--- config.mk ---
export PLATFORM = sky130hd
export DESIGN_NAME = mem_access_flat
export DESIGN_NICKNAME = d
export VERILOG_FILES = /design/src/rtl/mspu_pkg.sv /design/src/rtl/mem_access_if.sv /design/src/rtl/mem_access_load_align.sv /design/src/rtl/mem_access.sv /design/src/flat_wrapper.sv
export SDC_FILE = /design/constraint.sdc
export NUM_CORES = 1
export LEC_CHECK = 0
export ABC_AREA = 1
export BUFFER_PORTS_ARGS = -buffer_cell sky130_fd_sc_hd__buf_2
export CORE_UTILIZATION = 48
export DETAILED_ROUTE_END_ITERATION = 10
export PLACE_DENSITY_LB_ADDON = 0.05
export SYNTH_ARGS = -nofsm -noshare
export SYNTH_HDL_FRONTEND = slang
export SYNTH_SLANG_ARGS = --single-unit
--- constraint.sdc ---
create_clock -name clk -period 2.3 [get_ports clk]
set_input_delay 0 -clock clk [delete_from_list [all_inputs] [get_ports clk]]
set_output_delay 0 -clock clk [all_outputs]
set_load 0.05 [all_outputs]
--- src/rtl/mspu_pkg.sv ---
// Shared types and helpers for the memory-access stage: access size, FSM state,
// byte-lane steering and alignment checks.
package mspu_pkg;

  typedef enum logic [1:0] {
    MEM_BYTE = 2'd0,
    MEM_HALF = 2'd1,
    MEM_WORD = 2'd2
  } mem_size_t;

  typedef enum logic [1:0] {
    IDLE   = 2'd0,
    REQ    = 2'd1,
    WAIT_R = 2'd2
  } mem_state_t;

  // Encoding 3 is a word access as well
  function automatic mem_size_t decode_size(input logic [1:0] bytes);
    case (bytes)
      2'd0:    return MEM_BYTE;
      2'd1:    return MEM_HALF;
      default: return MEM_WORD;
    endcase
  endfunction

  function automatic logic [3:0] byte_enables(input mem_size_t size, input logic [1:0] a);
    case (size)
      MEM_BYTE: return 4'b0001 << a;
      MEM_HALF: return 4'b0011 << {a[1], 1'b0};
      default:  return 4'b1111;
    endcase
  endfunction

  function automatic logic [31:0] store_lanes(input mem_size_t size, input logic [31:0] w);
    case (size)
      MEM_BYTE: return {4{w[7:0]}};
      MEM_HALF: return {2{w[15:0]}};
      default:  return w;
    endcase
  endfunction

  function automatic logic is_misaligned(input mem_size_t size, input logic [1:0] a);
    return ((size == MEM_HALF) && a[0]) || ((size == MEM_WORD) && (a != 2'd0));
  endfunction

endpackage

--- src/rtl/mem_access_if.sv ---
// Single-outstanding request/grant/response data-memory port.
interface mem_access_if;
  logic        dmem_req;
  logic [31:0] dmem_addr;
  logic        dmem_we;
  logic [3:0]  dmem_be;
  logic [31:0] dmem_wdata;
  logic        dmem_gnt;
  logic        dmem_rvalid;
  logic [31:0] dmem_rdata;

  modport master (
    output dmem_req, dmem_addr, dmem_we, dmem_be, dmem_wdata,
    input  dmem_gnt, dmem_rvalid, dmem_rdata
  );

  modport slave (
    input  dmem_req, dmem_addr, dmem_we, dmem_be, dmem_wdata,
    output dmem_gnt, dmem_rvalid, dmem_rdata
  );
endinterface

--- src/rtl/mem_access_load_align.sv ---
// load_align: picks the addressed byte/half out of a read word and sign- or
// zero-extends it. Purely combinational so uncached paths can reuse it.
module load_align
  import mspu_pkg::*;
(
  input  logic [31:0] rdata,
  input  logic [1:0]  addr_lo,
  input  mem_size_t   size,
  input  logic        uns,
  output logic [31:0] result
);

  logic [31:0] shifted;

  always_comb begin
    shifted = rdata;
    result  = rdata;
    case (size)
      MEM_BYTE: begin
        shifted = rdata >> {addr_lo, 3'b000};
        result  = {{24{~uns & shifted[7]}}, shifted[7:0]};
      end
      MEM_HALF: begin
        shifted = rdata >> {addr_lo[1], 4'b0000};
        result  = {{16{~uns & shifted[15]}}, shifted[15:0]};
      end
      default: result = shifted;
    endcase
  end

endmodule

--- src/rtl/mem_access.sv ---
// mem_access: load/store stage with byte-lane steering, load alignment and one
// registered write-back beat per instruction. Optional MSPU_MISALIGN_TRAP_EN.
module mem_access
  import mspu_pkg::*;
(
  input  logic               clk,
  input  logic               reset,
  input  logic               run,
  input  logic               valid_in,
  input  logic [31:0]        alu_result,
  input  logic               mem_to_reg_in,
  input  logic [1:0]         bytes_in,
  input  logic               unsigned_in,
  input  logic [31:0]        wdata_in,
  input  logic               we_in,
  input  logic               re_in,
  input  logic [4:0]         rd_in,
  input  logic               reg_we_in,
  output logic               stall,
  mem_access_if.master       dmem,
  output logic               wb_valid,
  output logic [4:0]         wb_rd,
  output logic               wb_we,
  output logic [31:0]        wb_data,
  output logic               misalign_err
);

  mem_state_t  state_q, state_d;

  // Instruction captured at acceptance
  logic [31:0] addr_q, addr_d;
  mem_size_t   size_q, size_d;
  logic        uns_q, uns_d;
  logic        m2r_q, m2r_d;
  logic [4:0]  rd_q, rd_d;
  logic        regwe_q, regwe_d;
  logic        store_q, store_d;

  logic        req_q, req_d;
  logic [31:0] daddr_q, daddr_d;
  logic        dwe_q, dwe_d;
  logic [3:0]  be_q, be_d;
  logic [31:0] dwdata_q, dwdata_d;
  logic        wb_valid_q, wb_valid_d;
  logic [4:0]  wb_rd_q, wb_rd_d;
  logic        wb_we_q, wb_we_d;
  logic [31:0] wb_data_q, wb_data_d;
  logic        misalign_q, misalign_d;

  mem_size_t   size_in;
  logic        accept, is_mem, misalign_in;
  logic [31:0] aligned, load_wb;

  assign size_in = decode_size(bytes_in);
  assign accept  = (state_q == IDLE) && run && valid_in;
  assign is_mem  = we_in | re_in;

`ifdef MSPU_MISALIGN_TRAP_EN
  assign misalign_in = is_mem && is_misaligned(size_in, alu_result[1:0]);
`else
  assign misalign_in = 1'b0;
`endif

  load_align u_load_align (
    .rdata   (dmem.dmem_rdata),
    .addr_lo (addr_q[1:0]),
    .size    (size_q),
    .uns     (uns_q),
    .result  (aligned)
  );

  assign load_wb = m2r_q ? aligned : addr_q;

  always_comb begin
    state_d    = state_q;
    addr_d     = addr_q;
    size_d     = size_q;
    uns_d      = uns_q;
    m2r_d      = m2r_q;
    rd_d       = rd_q;
    regwe_d    = regwe_q;
    store_d    = store_q;
    req_d      = req_q;
    daddr_d    = daddr_q;
    dwe_d      = dwe_q;
    be_d       = be_q;
    dwdata_d   = dwdata_q;
    wb_valid_d = 1'b0;
    wb_rd_d    = wb_rd_q;
    wb_we_d    = wb_we_q;
    wb_data_d  = wb_data_q;
    misalign_d = 1'b0;

    case (state_q)
      IDLE: begin
        if (accept) begin
          addr_d  = alu_result;
          size_d  = size_in;
          uns_d   = unsigned_in;
          m2r_d   = mem_to_reg_in;
          rd_d    = rd_in;
          regwe_d = reg_we_in;
          store_d = we_in;
          if (!is_mem || misalign_in) begin
            // Completes without touching the bus; a trapped access never writes rd
            wb_valid_d = 1'b1;
            wb_rd_d    = rd_in;
            wb_we_d    = reg_we_in & ~misalign_in;
            wb_data_d  = alu_result;
            misalign_d = misalign_in;
          end else begin
            state_d  = REQ;
            req_d    = 1'b1;
            daddr_d  = {alu_result[31:2], 2'b00};
            dwe_d    = we_in;
            be_d     = byte_enables(size_in, alu_result[1:0]);
            dwdata_d = store_lanes(size_in, wdata_in);
          end
        end
      end
      REQ: begin
        if (dmem.dmem_gnt) begin
          req_d = 1'b0;
          if (store_q) begin
            state_d    = IDLE;
            wb_valid_d = 1'b1;
            wb_rd_d    = rd_q;
            wb_we_d    = regwe_q;
            wb_data_d  = addr_q;
          end else if (dmem.dmem_rvalid) begin
            state_d    = IDLE;
            wb_valid_d = 1'b1;
            wb_rd_d    = rd_q;
            wb_we_d    = regwe_q;
            wb_data_d  = load_wb;
          end else begin
            state_d = WAIT_R;
          end
        end
      end
      WAIT_R: begin
        if (dmem.dmem_rvalid) begin
          state_d    = IDLE;
          wb_valid_d = 1'b1;
          wb_rd_d    = rd_q;
          wb_we_d    = regwe_q;
          wb_data_d  = load_wb;
        end
      end
      default: state_d = IDLE;
    endcase
  end

  always_ff @(posedge clk) begin
    if (reset) begin
      state_q    <= IDLE;
      req_q      <= 1'b0;
      daddr_q    <= '0;
      dwe_q      <= 1'b0;
      be_q       <= '0;
      dwdata_q   <= '0;
      wb_valid_q <= 1'b0;
      wb_rd_q    <= '0;
      wb_we_q    <= 1'b0;
      wb_data_q  <= '0;
      misalign_q <= 1'b0;
    end else begin
      state_q    <= state_d;
      req_q      <= req_d;
      daddr_q    <= daddr_d;
      dwe_q      <= dwe_d;
      be_q       <= be_d;
      dwdata_q   <= dwdata_d;
      wb_valid_q <= wb_valid_d;
      wb_rd_q    <= wb_rd_d;
      wb_we_q    <= wb_we_d;
      wb_data_q  <= wb_data_d;
      misalign_q <= misalign_d;
    end
    addr_q  <= addr_d;
    size_q  <= size_d;
    uns_q   <= uns_d;
    m2r_q   <= m2r_d;
    rd_q    <= rd_d;
    regwe_q <= regwe_d;
    store_q <= store_d;
  end

  assign stall           = (state_q != IDLE);
  assign dmem.dmem_req   = req_q;
  assign dmem.dmem_addr  = daddr_q;
  assign dmem.dmem_we    = dwe_q;
  assign dmem.dmem_be    = be_q;
  assign dmem.dmem_wdata = dwdata_q;
  assign wb_valid        = wb_valid_q;
  assign wb_rd           = wb_rd_q;
  assign wb_we           = wb_we_q;
  assign wb_data         = wb_data_q;
  assign misalign_err    = misalign_q;

endmodule

--- src/flat_wrapper.sv ---
// flat-port wrapper written by rule: the top's interface ports become plain ports
module mem_access_flat import mspu_pkg::*;
  (clk, reset, run, valid_in, alu_result, mem_to_reg_in, bytes_in, unsigned_in, wdata_in, we_in, re_in, rd_in, reg_we_in, stall, wb_valid, wb_rd, wb_we, wb_data, misalign_err, dmem_dmem_req, dmem_dmem_addr, dmem_dmem_we, dmem_dmem_be, dmem_dmem_wdata, dmem_dmem_gnt, dmem_dmem_rvalid, dmem_dmem_rdata);
  mem_access_if dmem_i ();
  input  logic clk;
  input  logic reset;
  input  logic run;
  input  logic valid_in;
  input  logic [31:0] alu_result;
  input  logic mem_to_reg_in;
  input  logic [1:0] bytes_in;
  input  logic unsigned_in;
  input  logic [31:0] wdata_in;
  input  logic we_in;
  input  logic re_in;
  input  logic [4:0] rd_in;
  input  logic reg_we_in;
  output logic stall;
  output logic wb_valid;
  output logic [4:0] wb_rd;
  output logic wb_we;
  output logic [31:0] wb_data;
  output logic misalign_err;
  output wire logic [$bits(dmem_i.dmem_req)-1:0] dmem_dmem_req;
  output wire logic [$bits(dmem_i.dmem_addr)-1:0] dmem_dmem_addr;
  output wire logic [$bits(dmem_i.dmem_we)-1:0] dmem_dmem_we;
  output wire logic [$bits(dmem_i.dmem_be)-1:0] dmem_dmem_be;
  output wire logic [$bits(dmem_i.dmem_wdata)-1:0] dmem_dmem_wdata;
  input wire logic [$bits(dmem_i.dmem_gnt)-1:0] dmem_dmem_gnt;
  input wire logic [$bits(dmem_i.dmem_rvalid)-1:0] dmem_dmem_rvalid;
  input wire logic [$bits(dmem_i.dmem_rdata)-1:0] dmem_dmem_rdata;
  assign dmem_dmem_req = dmem_i.dmem_req;
  assign dmem_dmem_addr = dmem_i.dmem_addr;
  assign dmem_dmem_we = dmem_i.dmem_we;
  assign dmem_dmem_be = dmem_i.dmem_be;
  assign dmem_dmem_wdata = dmem_i.dmem_wdata;
  assign dmem_i.dmem_gnt = dmem_dmem_gnt;
  assign dmem_i.dmem_rvalid = dmem_dmem_rvalid;
  assign dmem_i.dmem_rdata = dmem_dmem_rdata;
  mem_access u_core (.clk(clk), .reset(reset), .run(run), .valid_in(valid_in), .alu_result(alu_result), .mem_to_reg_in(mem_to_reg_in), .bytes_in(bytes_in), .unsigned_in(unsigned_in), .wdata_in(wdata_in), .we_in(we_in), .re_in(re_in), .rd_in(rd_in), .reg_we_in(reg_we_in), .stall(stall), .dmem(dmem_i), .wb_valid(wb_valid), .wb_rd(wb_rd), .wb_we(wb_we), .wb_data(wb_data), .misalign_err(misalign_err));
endmodule
==> flow_summary.toml <==
[critical_path]
worstPathArrival_ps = 2520
endpoint_kind = "flip-flop"
r2r-start = "u_core.state_q[1]"
setup.worst_path.start_class = "flip-flop"
reg2reg_setup_slack_ps = 170
r2r_end = "u_core.dmem.dmem_wdata[20]"
critPathRequiredTime_ps = 2690
crit_start = "u_core.state_q[1]"
worstSetupPathType = "flip-flop to flip-flop"
reg2regPathDepth = 8
endpoint = "u_core.dmem.dmem_wdata[20]"
crit_path_max_fanout = 31

[routing]
ant_nets = 0
wl_per_cell_um = 17.53
viasPerCell = 5.368
drc = 0
drtIter0Drc = 615
dr.pass1.iters = 5
drt-total-wl_um = 29220
vias = 8948

[cts]
cts_root_buffer = "clkbuf_16"
worstSkewPairLatency_ps = 440
htreeDepth = 4
ctsLongestPathBuffers = 2
cts_sinks = 152
cts_buffers = 17
cts_tree = "done"
path_clk_slew_ps = 70

[synthesis]
ys_types = 37
netlist_area_sq_mm = 0.008034
muxShareOfSynthArea = 0
synth_top_family_by_area = "compound AO/OA/AOI/OAI gates"
ys.flop_type = "dfxtp_1"
syn_area_per_cell_sq_um = 6.992
synth_edf_count = 43
yosys.area.top_type_share = 0.2716
yosys_warnings = 0
synth_xor_area_frac = 0
synthCells = 1149
synthTopCellsByArea = "dfxtp_1 27%, edfxtp_1 16%, nand2_1 15%"
post-synth-top-count-cell = "nand2_1"
synth_compound_area_frac = 0.2531
yosysSeqAreaShare = 0.4323
synth-simple-area-share = 0.2042
synth_commonest_cells = "311 x nand2_1, 163 x o21ai_0, 143 x a21oi_1"
synthAdderAreaFrac = 0.006230
synth_seq_cells = 152
post-synth-top-area-cell = "dfxtp_1"
async_flop_share = 0

[power]
p_seq_frac = 0.268
powerDensity_mw_per_mm2 = 1316
leakage_nw = 5.540
p_switching_mw = 7.176
internal_power_mw = 7.205
clockPowerShare = 0.202
comb_power_share = 0.530
switching_share = 0.4990
vdd_drop_max_v = 0.001111

[layout]
fill_cells = 1392
stdcell_area_sq_mm = 0.01093
layout-drive-gt1-share = 0.2205
synthToLayoutAreaGrowth_pct = 36.05
diodes = 0
layout.nets = 1556

[global_routing]
use_met1 = 0.4094
grt_pass1_vias = 8503
grt_max_degree = 123
use_met2 = 0.5499
antenna_found_initial = 0
use_met3 = 0.06983
grt-busiest-layer = "met2"
grt_overflow = 0
gr-usage-all-layers = 0.3304
grt_pass1_wl_um = 44950

[floorplan]
rows = 46
die_h_um = 131.4
initial_core_util = 0.4985
io_pins = 225
dieArea_sq_mm = 0.01726
core_sq_mm = 0.01612
die_w_um = 131.4

[sta]
finalSetupViolations = 0
min_period_ps = 2131
holdWs_ps = 95.87
fin_crit_sh = 0.9266
fmax_ghz = 0.4692
hold_viol = 0
slew_headroom = 0.5460
rsz0062_at_grt = "false"
tns_ps = 0
drv_slew = 0
worst_slew_pin_slew_ps = 681.0
clock_skew_ps = 8.270

[placed_design]
placed_cell_area_sq_mm = 0.009316
place.gp.congestion = 0.9334
portBuffers = 221
hpwlAfterDp_um = 18270

[hold_path]
hp-class = "input port to flip-flop"
hp-start = "valid_in"

[job]
max_cap_viol_count = 0

[outcome]
status = "complete, no violations"
-- worst max-delay path, stage by stage, from the launching register on --
cell and delay [ps]:
dfxtp_1 330, inv_1 100, ha_1 170, nand3_1 150, nor2_4 190, clkbuf_16 250
o21ai_0 100, a31oi_1 190, dlygate4sd3_1 580
-- power groups by stage --
stage	Clock (mW)	Sequential (mW)	Combinational, mW
after floorplan	0	5.62	3.64
after global placement	0	3.89	7.21
after detailed placement	0	3.88	7.30
after CTS	2.93	3.84	7.49
after global routing	3.04	3.92	8.35
final	2.91	3.85	7.62
-- kinds of logic (layout without fill, tap and decap cells) --
group	count (synthesis)	in the layout
adder cells (fa/ha/maj)	4	4
AND/OR/NAND/NOR	410	410
other	1	3
flip-flops	152	152
buffers and inverters	204	504
AO/OA/AOI/OAI	378	378
-- what timing repair did --
action,4_1_cts,5_1_grt
buffers inserted,0,1
endpoints found under the hold margin,149,0
hold buffers,98,0
setup endpoints to repair,0,7
gates resized for setup,0,2
-- worst min path at each step --
stage,endpoint,slack [ps],cells past startpoint
floorplan,u_core.dmem.dmem_req,80,1
global placement,u_core.uns_q,180,1
detailed placement,u_core.uns_q,180,1
CTS,u_core.wb_valid,60,5
global route,u_core.wb_valid,120,5
finish,u_core.wb_valid,100,5
-- cells in the final DEF (no fill, tap or decap), drive strengths merged, types with 2 or more instances in the layout --
master         n
a22o           7
o21ai        183
buf          248
a221oi         2
nor3           2
ha             4
clkbuf        21
nand3         10
dlygate4sd3   98
dfxtp        109
a21oi        153
o21a           2
clkinv         6
nor2          71
inv          130
conb           3
nand2        327
edfxtp        43
a31oi         13
o211ai        14
o22ai          2
-- layout make-up --
cell class                      count  area, sq um  share of cell area
Multi-Input combinational cell    795         3740              0.3421
Tap cell                          216        270.3             0.02473
Clock inverter                     12        130.1             0.01190
Timing Repair Buffer              347         2372              0.2170
Clock buffer                       20        467.9             0.04281
Sequential cell                   152         3473              0.3178
Inverter                          125        476.7             0.04361
-- state kept, by name, summed over array words and instances, names as in the netlist, 2 cells and up --
| name | count |
|---|---|
| u_core.wb_rd | 5 |
| u_core.addr_q | 32 |
| u_core.size_q | 2 |
| u_core.rd_q | 5 |
| u_core.wb_data | 32 |
| u_core.dmem.dmem_addr | 30 |
| u_core.dmem.dmem_wdata | 32 |
| u_core.dmem.dmem_be | 4 |
| u_core.state_q | 2 |
-- routing by layer --
| layer | up-vias | wire (um) |
|---|---|---|
| li1 | 4345 | - |
| met1 | 4083 | 12030 |
| met2 | 432 | 13800 |
| met3 | 88 | 2290 |
| met4 | 0 | 1098 |
| met5 | - | 0 |
-- metrics by stage --
stage          setup slack, ps  power [mW]  cells  utilization
6_report                 168.8       14.38   1667       0.6783
5_1_grt                  39.44       15.31   1667       0.6783
4_1_cts                  72.67       14.25   1664       0.6761
3_5_place_dp             344.6       11.18   1534       0.5781
3_3_place_gp             389.6       11.10   1534       0.5781
2_1_floorplan            81.27       9.264   1151            -
Power figures use the tool's default switching activity.
